$ cat src/rtl/pipeline_hazard_ctrl.sv
// Pipeline latch sequencer: load-use stalls, branch flushes and
// the mult/div start/wait handshake with a stall-cycle counter.
module pipeline_hazard_ctrl #(
  parameter int CNT_W      = 16,
  parameter int MD_TIMEOUT = 64
) (
  input  logic             clock,
  input  logic             reset,
  input  logic [31:0]      fd_insn,
  input  logic [31:0]      dx_insn,
  input  logic             branch_taken,
  input  logic             md_ready,
  output logic             pc_en,
  output logic             fd_en,
  output logic             dx_en,
  output logic             xm_en,
  output logic             mw_en,
  output logic             fd_flush,
  output logic             dx_flush,
  output logic             xm_bubble,
  output logic             md_start,
  output logic             md_error,
  output logic [CNT_W-1:0] stall_count
);

  localparam int TW = $clog2(MD_TIMEOUT + 1);

  localparam logic [4:0] OP_R   = 5'b00000;
  localparam logic [4:0] OP_LW  = 5'b01000;
  localparam logic [4:0] OP_SW  = 5'b00111;
  localparam logic [4:0] OP_BNE = 5'b00010;
  localparam logic [4:0] OP_BLT = 5'b00110;
  localparam logic [4:0] OP_JR  = 5'b00100;

  typedef enum logic [1:0] {
    IDLE,
    MD_WAIT,
    MD_DONE
  } state_t;

  state_t        state;
  logic [TW-1:0] timer;
  logic          md_pass;

  logic [4:0] fd_op, fd_rd, fd_rs, fd_rt;
  logic [4:0] dx_op, dx_rd, dx_alu;
  logic       dx_md, fd_uses_rd, load_use;
  logic       br_act, md_stall, lu_act;
  logic       unused_bits;

  assign fd_op  = fd_insn[31:27];
  assign fd_rd  = fd_insn[26:22];
  assign fd_rs  = fd_insn[21:17];
  assign fd_rt  = fd_insn[16:12];
  assign dx_op  = dx_insn[31:27];
  assign dx_rd  = dx_insn[26:22];
  assign dx_alu = dx_insn[6:2];

  assign unused_bits = ^{fd_insn[11:0], dx_insn[21:7], dx_insn[1:0]};

  assign dx_md = (dx_op == OP_R) &&
                 (dx_alu == 5'b00110 || dx_alu == 5'b00111);

  assign fd_uses_rd = (fd_op == OP_SW) || (fd_op == OP_BNE) ||
                      (fd_op == OP_BLT) || (fd_op == OP_JR);

  assign load_use = (dx_op == OP_LW) && (dx_rd != 5'd0) &&
                    ((dx_rd == fd_rs) ||
                     ((fd_op == OP_R) && (dx_rd == fd_rt)) ||
                     (fd_uses_rd && (dx_rd == fd_rd)));

  // The cycle after a timeout lets the stuck mult/div leave D/X
  // instead of restarting the unit on it.
  assign br_act   = branch_taken && (state != MD_WAIT);
  assign md_stall = !br_act &&
                    ((state == MD_WAIT) ||
                     ((state == IDLE) && dx_md && !md_pass));
  assign lu_act   = !br_act && !md_stall && load_use;

  always_comb begin
    pc_en     = 1'b1;
    fd_en     = 1'b1;
    dx_en     = 1'b1;
    xm_en     = 1'b1;
    mw_en     = 1'b1;
    fd_flush  = 1'b0;
    dx_flush  = 1'b0;
    xm_bubble = 1'b0;
    md_start  = 1'b0;
    if (!reset) begin
      if (br_act) begin
        fd_flush = 1'b1;
        dx_flush = 1'b1;
      end else if (md_stall) begin
        pc_en     = 1'b0;
        fd_en     = 1'b0;
        dx_en     = 1'b0;
        xm_bubble = 1'b1;
        md_start  = (state == IDLE);
      end else if (lu_act) begin
        pc_en    = 1'b0;
        fd_en    = 1'b0;
        dx_flush = 1'b1;
      end
    end
  end

  always_ff @(posedge clock) begin
    if (reset) begin
      state       <= IDLE;
      timer       <= '0;
      md_pass     <= 1'b0;
      md_error    <= 1'b0;
      stall_count <= '0;
    end else begin
      md_pass <= 1'b0;
      if (!pc_en && stall_count != {CNT_W{1'b1}})
        stall_count <= stall_count + 1'b1;
      unique case (state)
        IDLE: begin
          if (md_start) begin
            state <= MD_WAIT;
            timer <= '0;
          end
        end
        MD_WAIT: begin
          if (md_ready) begin
            state <= MD_DONE;
          end else if (timer == TW'(MD_TIMEOUT - 1)) begin
            state    <= IDLE;
            md_error <= 1'b1;
            md_pass  <= 1'b1;
          end else begin
            timer <= timer + 1'b1;
          end
        end
        MD_DONE: state <= IDLE;
        default: state <= IDLE;
      endcase
    end
  end

endmodule
$ cat config.mk
export PLATFORM = sky130hd
export DESIGN_NAME = pipeline_hazard_ctrl
export DESIGN_NICKNAME = d
export VERILOG_FILES = /design/src/rtl/pipeline_hazard_ctrl.sv
export SDC_FILE = /design/constraint.sdc
export NUM_CORES = 1
export LEC_CHECK = 0
export ABC_AREA = 0
export ABC_CLOCK_PERIOD_IN_PS = 2600
export CAP_MARGIN = 20
export CORE_MARGIN = 10
export CORE_UTILIZATION = 37
export DETAILED_ROUTE_END_ITERATION = 10
export GPL_TIMING_DRIVEN = 0
export PLACE_DENSITY = 0.87
export RECOVER_POWER = 100
export SYNTH_ARGS = -nofsm -noshare
export SYNTH_HDL_FRONTEND = slang
export SYNTH_SLANG_ARGS = --single-unit
$ cat constraint.sdc
create_clock -name clock -period 2.6 [get_ports clock]
set_input_delay 0.39 -clock clock [delete_from_list [all_inputs] [get_ports clock]]
set_output_delay 0.39 -clock clock [all_outputs]
set_load 0.05 [all_outputs]
==> results of run 1 <==
==> registers in the layout, indices dropped and copies added, names as in the netlist <==
signal	flops
stall_count	16
timer	7
md_error	1
md_pass	1
state	2
==> cell usage in the layout, fill, tap and decap left out, drive strengths merged, types with 2 or more instances in the layout <==
master,instances
clkdlybuf4s15,4
dlygate4sd2,13
o31ai,4
dlygate4sd3,17
nor3b,2
a31oi,2
nand4,6
mux2,2
o41ai,4
clkbuf,10
a21oi,14
or2,3
nor2,15
nor4,4
dlymetal6s2s,5
o211ai,2
buf,18
clkdlybuf4s50,14
nor2b,2
nor3,5
o311ai,4
nand3,11
conb,2
o21ai,6
nand2,12
ha,2
xor2,10
inv,8
dfxtp,27
and3,4
xnor2,9
or3,4
or4,8
==> logic make-up (layout without fill, tap and decap cells) <==
family                     Yosys count  after routing  share of synthesized area (%)
xor gates and xnor gates            19             19                           10.6
other                                1              2                          0.239
muxes                                3              3                           2.07
buffers and inverters               16             89                           5.03
DFF                                 27             27                           34.5
adders and majority gates            2              2                           1.60
AOI/OAI and AO/OA                   39             39                           16.8
and+or+nand+nor                     83             83                           29.2
==> stage by stage <==
| step | cells | util [%] | hold slack (ns) | instance area [µm²] | power [W] |
|---|---|---|---|---|---|
| 5_1_grt | 314 | 60.0 | 0.505 | 2430 | 0.000823 |
| 3_5_place_dp | 301 | 55.3 | 0.447 | 2240 | 0.000546 |
| 3_3_place_gp | 301 | 55.3 | 0.442 | 2240 | 0.000545 |
| 6_report | 314 | 60.0 | 0.457 | 2430 | 0.000785 |
| 2_1_floorplan | 191 | - | 0.452 | 1580 | 0.000472 |
| 4_1_cts | 312 | 58.6 | 0.468 | 2380 | 0.000781 |
==> layout make-up <==
type / instances / area [µm²] / area share, %
clock buffers: 4 / 45.0 / 1.85
multi-input cells: 148 / 1040 / 42.6
flip-flops and latches: 27 / 541 / 22.2
well taps: 50 / 62.6 / 2.57
inverters: 8 / 32.5 / 1.34
plain buffers: 8 / 62.6 / 2.57
repair buffers: 69 / 653 / 26.8
==> how the worst max path moves through the flow <==
stage / from / end / slack, ns / depth (start not counted)
3_3_place_gp: dx_insn[23] / pc_en / -1.10 / 9
5_1_grt: dx_insn[5] / pc_en / -0.03 / 9
4_1_cts: fd_insn[24] / pc_en / 0.01 / 10
6_report: dx_insn[24] / pc_en / 0.04 / 10
3_5_place_dp: dx_insn[23] / pc_en / -1.14 / 9
2_1_floorplan: dx_insn[28] / md_start / -0.02 / 5
==> layer usage <==
metal  GRT usage [%]  up-vias  wire, µm
li1                -      844         -
met1            13.8      794      1990
met2            23.0       78      2370
met3            6.41        5       543
met4            3.14        0        46
met5               0        -         0
==> timing repair <==
item,CTS,global route
endpoints found under the setup margin,18,8
gates resized for setup,74,13
buffers inserted,7,1
pin swaps,14,11
==> report_power, final <==
group	switching, W	leakage (nW)	internal [W]
Combinational	0.0000600	0.733	0.0000690
Sequential	0.0000000623	0.217	0.000413
Clock	0.000133	0.0228	0.000110
Total	0.000193	0.973	0.000592
==> critical path: cells and delay by family <==
kind                   cells  cell delay (ns)
AO/OA/AOI/OAI              2             0.36
XOR/XNOR                   1             0.18
buffers and inverters      5             0.66
AND/OR/NAND/NOR            2             0.59
==> summary.txt, run 1 <==
Setup path
  – Critical path class: in2out
  – CP Data Required Time: ~2.2 ns
  – R2r setup slk: 0.26 ns
  – CP Max Fanout: 4
  – Worst path max stage delay: 0.50 ns
  – Crit. End Element: output port
  – Cell breakdown of the critical path: clkdlybuf4s15_2, xnor2_2, nand3_1, or4_4, a31oi_4, o21a_2, inv_4, clkbuf_8, buf_6, buf_8
  – Reg2Reg Launch Point: state[1]
  – Critical Path AT: 2.17 ns
  – FF-to-FF path depth: 10
  – Slowest CP cell: or4_4
  – RR Endpoint: stall_count[14]
  – CP Launch Type: input port

Hold path
  – Hold wc startpoint: md_error
  – Hold Crit Depth: 1
  – Hold endpoint: md_error
  – Worst hold path class: reg2reg

Floorplan
  – Core area: about 0.004 mm²
  – Vert. Die Dim: approximately 85 µm
  – Die width: 85.1 µm
  – Die footprint: 0.00724 mm²
  – Io pins: 94
  – Row Count: 23
  – Starting Density: 38.6%

STA
  – Worst Tran Pin Value: about 0.53 ns
  – Final period util: 98.5%
  – Final setup violation count: 0
  – Slew headroom: 64.8%
  – Fmax: between 300 and 400 MHz
  – Skew final: 0.00443 ns
  – Post-route minimum period: 2.56 ns
  – Slew Viols, Final: 0
  – Final Hold Viols: 0
  – Fin worst setup slack: 0.0396 ns
  – Setup TNS: 0 ns

Clock tree
  – Hold buffer count at cts: 0
  – TritonCTS clock tree: built
  – Cts bufs inserted: 3
  – Clock transition at path regs: 0.09 ns
  – Clock sinks: 27
  – Max Buffers Root-to-Sink: 2
  – Clk_lat worst skew: 0.28 ns
  – H-Tree Depth: 1
  – Clk root buf: clkbuf_8

Yosys
  – Ys Warns: 0
  – Top cell type by total area after synthesis: dfxtp_1
  – Synthesized cell area: ~0.0016 mm²
  – Top cells by area, synth: dfxtp_1 34%, xor2_1 5.6%, xnor2_1 5.0%, a21oi_1 4.2%, nor2_1 3.6%
  – Area share of the largest cell type after synthesis: 34.5%
  – Sequential area share after synthesis: 34.5%
  – Netlist cell types: 44
  – Count leader, synth: dfxtp_1
  – Mean post-synth cell area: 8.25 µm²
  – Post-synthesis async set-or-reset flop share: 0%
  – Primary FF master, synth: dfxtp_1
  – Number of synthesized flops with an enable pin: 0
  – Synth cell count leaders: 27 x dfxtp_1, 15 x nor2_1, 13 x a21oi_1
  – Mapped Cells: 190
  – #FFs+latches synth: 27

Routing
  – Drt drc: 0
  – Vias per cell: approximately 5.5
  – WL final: 4950 µm
  – Vias: 1721
  – TritonRoute pass-1 iters: 4
  – Routed Antenna Nets: 0
  – Wire per inst: 15.8 µm
  – Initial DRC count: between 100 and 150

GRT
  – First-pass GRT wire length: 8180 µm
  – Vias in the first global route: roughly 1.8k
  – Grt ovf: 0
  – Largest net degree at the start of global routing: 15
  – Initial antenna violation count: 0
  – Gr usage total: 13.2%

Place
  – IO Port Bufs: 60
  – Gp weighted congestion: 0.824
  – Dpl ws: -1.14 ns
  – DPL Wire Length: 3700 µm

Layout
  – Fillers: 369
  – ANT cells: 0
  – Area grow syn2layout: 55.2%
  – Final net count: roughly 340
  – Layout cells sized above 1: between 10% and 20%

Pwr
  – PD cells: 323 mW/mm²
  – VDD IR max: 0.193 mV
  – Leakage: 0.973 nW

Job
  – Max Cap Viol: 0

Outcome
  – Status: completed
Note: power is estimated with default switching activity, not from simulation.
==> run 2, diff against run 1 <==
CORE_MARGIN = 2   (was 10)
==> run 2 against run 1 <==
- first-iteration DRC count up 33%
- maximum frequency up 0.39%
- non-clock buffer count down 2
- critical path type unchanged
==> summary.txt, run 2 (same netlist as run 1, synthesis figures left out) <==
Outcome
  – Status: completed (unchanged)

Job
  – Max Cap Viol: 0 (unchanged)

Clock tree
  – TritonCTS clock tree: built (unchanged)
  – Cts bufs inserted: 3 (unchanged)
  – Clk_lat worst skew: 0.28 ns (about the same)
  – Clock sinks: 27 (unchanged)
  – Clk root buf: clkbuf_8 (unchanged)
  – H-Tree Depth: 1 (unchanged)
  – Clock transition at path regs: 0.09 ns (about the same)
  – Max Buffers Root-to-Sink: 2 (unchanged)

STA
  – Fin worst setup slack: 0.0496 ns (was 0.0396 ns)
  – Final period util: 98.1% (was 98.5%)
  – Worst Tran Pin Value: 0.523 ns (was 0.526 ns)
  – Post-route minimum period: 2.55 ns (was 2.56 ns)
  – Slew Viols, Final: 0 (unchanged)
  – Final setup violation count: 0 (unchanged)
  – Skew final: 0.00385 ns (was 0.00443 ns)
  – Worst Hold Slack: 0.479 ns (was 0.457 ns)
  – Final Hold Viols: 0 (unchanged)
  – Slew headroom: 65.0% (was 64.8%)
  – Fmax: 392 MHz (was 391 MHz)

Floorplan
  – Row Count: 23 (unchanged)
  – Die width: 69.1 µm (was 85.1 µm)
  – Vert. Die Dim: 69.1 µm (was 85.1 µm)
  – Die footprint: 0.00477 mm² (was 0.00724 mm²)
  – Core area: 0.00403 mm² (was 0.00406 mm²)
  – Io pins: 94 (unchanged)
  – Starting Density: 38.9% (was 38.6%)

Place
  – Dpl ws: -1.14 ns (about the same)
  – Gp weighted congestion: 0.819 (was 0.824)
  – IO Port Bufs: 60 (unchanged)
  – DPL Wire Length: 3220 µm (was 3700 µm)

GRT
  – Largest net degree at the start of global routing: 15 (unchanged)
  – Vias in the first global route: 1658 (was 1777)
  – Initial antenna violation count: 0 (unchanged)
  – First-pass GRT wire length: 7260 µm (was 8180 µm)
  – Gr usage total: 18.3% (was 13.2%)
  – Grt ovf: 0 (unchanged)

Setup path
  – R2r setup slk: 0.28 ns (was 0.26 ns)
  – RR Endpoint: stall_count[14] (unchanged)
  – CP Launch Type: input port (unchanged)
  – Critical Path Start: dx_insn[23] (was dx_insn[24])
  – Reg2Reg Launch Point: state[0] (was state[1])
  – FF-to-FF path depth: 10 (unchanged)
  – Crit. End Element: output port (unchanged)
  – Critical Path AT: 2.16 ns (was 2.17 ns)
  – CP endpoint: fd_en (was pc_en)
  – CP Data Required Time: 2.21 ns (about the same)
  – CP Max Fanout: 4 (unchanged)
  – Critical path class: in2out (unchanged)

Layout
  – Largest register FFs: 16 (unchanged)
  – Multi-input gate area: 0.00103 mm² (was 0.00104 mm²)
  – Largest Register: stall_count (unchanged)
  – Final net count: 333 (was 335)
  – Area grow syn2layout: 53.4% (was 55.2%)
  – Largest regs: stall_count: 16 flops, timer: 7 flops, state: 2 flops (unchanged)
  – Reg area: 541 µm² (unchanged)
  – ANT cells: 0 (unchanged)
  – Most frequent cells in the layout: 27 x dfxtp_1, 17 x dlygate4sd3_1, 15 x dlygate4sd2_1 (was 27 x dfxtp_1, 17 x dlygate4sd3_1, 15 x nor2_1)
  – Fillers: 368 (was 369)
  – Layout cells sized above 1: 17.2% (was 18.6%)
  – Most common library cell in the layout ignoring fill and taps: dfxtp_1 (unchanged)

Pwr
  – Clock power share: 31.8% (was 30.9%)
  – Sw Share: 25.3% (was 24.6%)
  – Combinational fraction of design power: 15.7% (was 16.4%)
  – Reg power frac: 52.5% (was 52.6%)
  – PD cells: 327 mW/mm² (was 323 mW/mm²)
  – Int Pwr: 0.000588 W (was 0.000592 W)
  – PnR Total Power: 0.000787 W (was 0.000785 W)
  – Leakage: 0.949 nW (was 0.973 nW)
  – VDD IR max: 0.192 mV (was 0.193 mV)
  – Sw Pwr: 0.000199 W (was 0.000193 W)

Routing
  – Wire per inst: 14.2 µm (was 15.8 µm)
  – Vias per cell: 5.45 (was 5.48)
  – WL final: 4420 µm (was 4950 µm)
  – Initial DRC count: 134 (was 101)
  – TritonRoute pass-1 iters: 4 (unchanged)
  – Routed Antenna Nets: 0 (unchanged)
  – Drt drc: 0 (unchanged)
  – Vias: 1701 (was 1721)

Hold path
  – Worst hold path class: reg2reg (unchanged)
  – Hold Crit Depth: 1 (unchanged)
-- run 2: cell types whose count changed in the layout (fill, tap and decap cells not counted), moves of 2 or more --
| cell | delta |
|---|---|
| buf_4 | -2 |
| dlygate4sd2_1 | +2 |
| xnor2_1 | +2 |
| xnor2_2 | -2 |
-- run 2: worst min path at each step --
stage                  start       end  slack, ns
floorplan           timer[6]  timer[6]       0.45
global placement    md_error  md_error       0.43
detailed placement  md_error  md_error       0.46
CTS                 timer[6]  timer[6]       0.48
global route        timer[6]  timer[6]       0.50
finish              timer[6]  timer[6]       0.48
-- run 2: cell type report --
type | instances | share of cell area, %
multi-input cells | 148 | 42.8
repair buffers | 67 | 26.4
flip-flops and latches | 27 | 22.5
well taps | 50 | 2.60
plain buffers | 8 | 2.45
clock buffers | 4 | 1.87
inverters | 8 | 1.35
-- run 2: critical path, cell delays in order --
cell and delay, ns:
clkdlybuf4s15_2 0.23, or4_1 0.57, o2111ai_2 0.26, a31oi_4 0.06, o21a_4 0.22, inv_4 0.06, clkbuf_8 0.12, buf_2 0.25
-- run 2: what timing repair did --
item	4_1_cts	5_1_grt
setup buffers	4	2
endpoints found under the setup margin	18	9
hold buffers	0	0
pin swaps	13	10
gates resized for setup	69	12
-- run 2: power by group through the flow --
stage,combinational [W],clock [W],sequential [W]
floorplan,0.0000491,0,0.000423
global placement,0.000121,0,0.000423
detailed placement,0.000123,0,0.000423
CTS,0.000118,0.000257,0.000413
global route,0.000133,0.000266,0.000413
finish,0.000124,0.000250,0.000413
-- run 2: metrics by stage --
stage                     instance area [µm²]  util, %  setup TNS (ns)  cells
after floorplan                          1580        -         -0.0155    191
after global placement                   2240     55.7           -8.94    301
after detailed placement                 2240     55.7          -10.08    301
after CTS                                2340     58.1               0    309
after global routing                     2400     59.7          -0.122    312
final                                    2400     59.7               0    312
-- run 2: routing by layer --
| metal | vias up | track usage, % | share of wire, % |
|---|---|---|---|
| met2 | 81 | 32.5 | 51 |
| met3 | 7 | 4.82 | 8.2 |
| met1 | 769 | 20.5 | 39 |
| met5 | - | 0 | 0 |
| li1 | 844 | - | - |
| met4 | 0 | 8.06 | 1.8 |
==> run 3, diff against run 2 <==
PLACE_DENSITY = 0.8   (was 0.87)
==> run 3 against run 2 <==
- global-route usage shrank 0.77 points
- hold slack lost 0.0039 ns
- sequential share of layout area grew 0.16 points
- largest power group unchanged
- highest routed layer unchanged
==> summary.txt, run 3 (same netlist as run 1, synthesis figures left out) <==
Outcome
  – Status: completed (unchanged)

Clock tree
  – Max Buffers Root-to-Sink: 2 (unchanged)
  – Cts bufs inserted: 3 (unchanged)
  – Clock sinks: 27 (unchanged)
  – Clk_lat worst skew: 0.27 ns (was 0.28 ns)
  – Clock transition at path regs: 0.10 ns (was 0.09 ns)
  – Clk root buf: clkbuf_8 (unchanged)
  – H-Tree Depth: 1 (unchanged)
  – TritonCTS clock tree: built (unchanged)

Layout
  – Fillers: 371 (was 368)
  – Largest register FFs: 16 (unchanged)
  – ANT cells: 0 (unchanged)
  – Most frequent cells in the layout: 27 x dfxtp_1, 17 x dlygate4sd3_1, 15 x nor2_1 (was 27 x dfxtp_1, 17 x dlygate4sd3_1, 15 x dlygate4sd2_1)
  – Final Cell Area: 0.00239 mm² (was 0.00240 mm²)
  – Layout cells sized above 1: 17.2% (unchanged)
  – Area grow syn2layout: 52.3% (was 53.4%)
  – Most common library cell in the layout ignoring fill and taps: dfxtp_1 (unchanged)
  – Largest Register: stall_count (unchanged)
  – Final net count: 333 (unchanged)
  – Largest regs: stall_count: 16 flops, timer: 7 flops, state: 2 flops (unchanged)
  – Multi-input gate area: 0.00101 mm² (was 0.00103 mm²)
  – Reg area: 541 µm² (unchanged)

GRT
  – Grt ovf: 0 (unchanged)
  – Gr usage total: 17.6% (was 18.3%)
  – Largest net degree at the start of global routing: 17 (was 15)
  – Vias in the first global route: 1625 (was 1658)
  – First-pass GRT wire length: 7150 µm (was 7260 µm)
  – Initial antenna violation count: 0 (unchanged)

Pwr
  – VDD IR max: 0.219 mV (was 0.192 mV)
  – PD cells: 326 mW/mm² (was 327 mW/mm²)
  – Leakage: 0.986 nW (was 0.949 nW)

Place
  – IO Port Bufs: 60 (unchanged)
  – Gp weighted congestion: 0.819 (about the same)
  – DP Area: 0.00224 mm² (unchanged)
  – DPL Wire Length: 3170 µm (was 3220 µm)

Floorplan
  – Io pins: 94 (unchanged)
  – Core area: 0.00403 mm² (unchanged)
  – Starting Density: 38.9% (unchanged)
  – Vert. Die Dim: 69.1 µm (unchanged)
  – Die footprint: 0.00477 mm² (unchanged)
  – Die width: 69.1 µm (unchanged)
  – Row Count: 23 (unchanged)

STA
  – Skew final: 0.00707 ns (was 0.00385 ns)
  – Final setup violation count: 0 (unchanged)
  – Worst Tran Pin Value: 0.519 ns (was 0.523 ns)
  – Post-route minimum period: 2.54 ns (was 2.55 ns)
  – Setup TNS: 0 ns (unchanged)
  – Final period util: 97.8% (was 98.1%)
  – Final Hold Viols: 0 (unchanged)
  – Slew Viols, Final: 0 (unchanged)
  – RSZ-0062 raised after global routing: no
  – Fmax: 393 MHz (was 392 MHz)
  – Slew headroom: 65.3% (was 65.0%)

Setup path
  – Crit. End Element: output port (unchanged)
  – CP Max Fanout: 3 (was 4)
  – Reg2Reg Launch Point: stall_count[0] (was state[0])
  – Critical path class: in2out (unchanged)
  – CP endpoint: pc_en (was fd_en)
  – CP Launch Type: input port (unchanged)
  – CP Data Required Time: 2.21 ns (about the same)
  – Worst path top cell family by delay: buffers and inverters (unchanged)
  – Crit path depth: 10 (was 8)
  – Critical Path AT: 2.15 ns (was 2.16 ns)
  – R2r setup slk: 0.27 ns (was 0.28 ns)
  – Slowest CP cell: or4_4 (was or4_1)
  – RR Endpoint: stall_count[3] (was stall_count[14])
  – CP bufs+invs: 5 (was 4)
  – Cell breakdown of the critical path: dlygate4sd2_1, xnor2_1, nand3_1, or4_4, a31oi_4, o21a_2, inv_4, clkbuf_8, buf_4, buf_8 (was clkdlybuf4s15_2, or4_1, o2111ai_2, a31oi_4, o21a_4, inv_4, clkbuf_8, buf_2)
  – Critical Path Start: fd_insn[24] (was dx_insn[23])
  – FF-to-FF path depth: 7 (was 10)
  – Worst path max stage delay: 0.50 ns (was 0.57 ns)

Hold path
  – Hold wc startpoint: md_error (was timer[6])
  – Worst hold path class: reg2reg (unchanged)

Routing
  – Drt drc: 0 (unchanged)
  – TritonRoute pass-1 iters: 4 (unchanged)
  – Initial DRC count: 69 (was 134)
  – Wire per inst: 13.3 µm (was 14.2 µm)
  – WL final: 4140 µm (was 4420 µm)
  – Routed Antenna Nets: 0 (unchanged)
  – Vias per cell: 5.35 (was 5.45)
  – Vias: 1668 (was 1701)

Job
  – Max Cap Viol: 0 (unchanged)
run 3: stage by stage:
step	instances	utilization, %	hold slack [ns]	worst slack [ns]	power (W)
after CTS	309	58.0	0.477	-0.0462	0.000785
after floorplan	191	-	0.452	-0.0155	0.000472
after global routing	312	59.3	0.500	0.00221	0.000818
final	312	59.3	0.475	0.0566	0.000778
after detailed placement	301	55.7	0.449	-1.10	0.000546
after global placement	301	55.7	0.445	-1.08	0.000544
run 3: layout make-up:
type | instances | share of cell area [%]
buffer | 8 | 2.46
clock buffer | 3 | 1.73
clock inverter | 1 | 0.314
inverter | 8 | 1.36
multi-input combinational | 148 | 42.5
sequential | 27 | 22.6
tap | 50 | 2.62
timing repair buffer | 67 | 26.4
run 3: worst register-to-register path: cells and delay by family, from the launching register on:
kind,cells,cell delay (ns)
buffers and inverters,1,0.40
AO/OA/AOI/OAI,2,0.30
AND/OR/NAND/NOR,3,0.84
flip-flops,1,0.44
adder cells (fa/ha/maj),1,0.23
run 3: worst min path at each step:
stage,to,slack (ns),cells after the start
6_report,md_error,0.48,1
5_1_grt,md_error,0.50,1
4_1_cts,md_error,0.48,1
3_5_place_dp,md_error,0.45,1
3_3_place_gp,md_error,0.44,1
2_1_floorplan,timer[6],0.45,1
run 3: repair_timing:
action,in CTS,in global routing
setup buffers,4,2
gates resized for setup,61,25
endpoints found under the setup margin,15,21
pin swaps,13,13
gates cloned,0,0
hold buffers,0,0
run 3: per-layer routing:
layer | share of wire (%) | global-route usage, % | vias up
met2 | 50 | 31.8 | 53
met1 | 44 | 21.3 | 772
met5 | 0 | 0 | -
met4 | 0.41 | 3.70 | 0
li1 | - | - | 841
met3 | 5.8 | 3.65 | 2
run 3: power by group:
| group | internal (W) | switching [W] | leakage (nW) |
|---|---|---|---|
| clock network | 0.000109 | 0.000137 | 0.0217 |
| logic | 0.0000626 | 0.0000571 | 0.747 |
| registers | 0.000413 | 0.0000000597 | 0.217 |
| total | 0.000585 | 0.000194 | 0.986 |
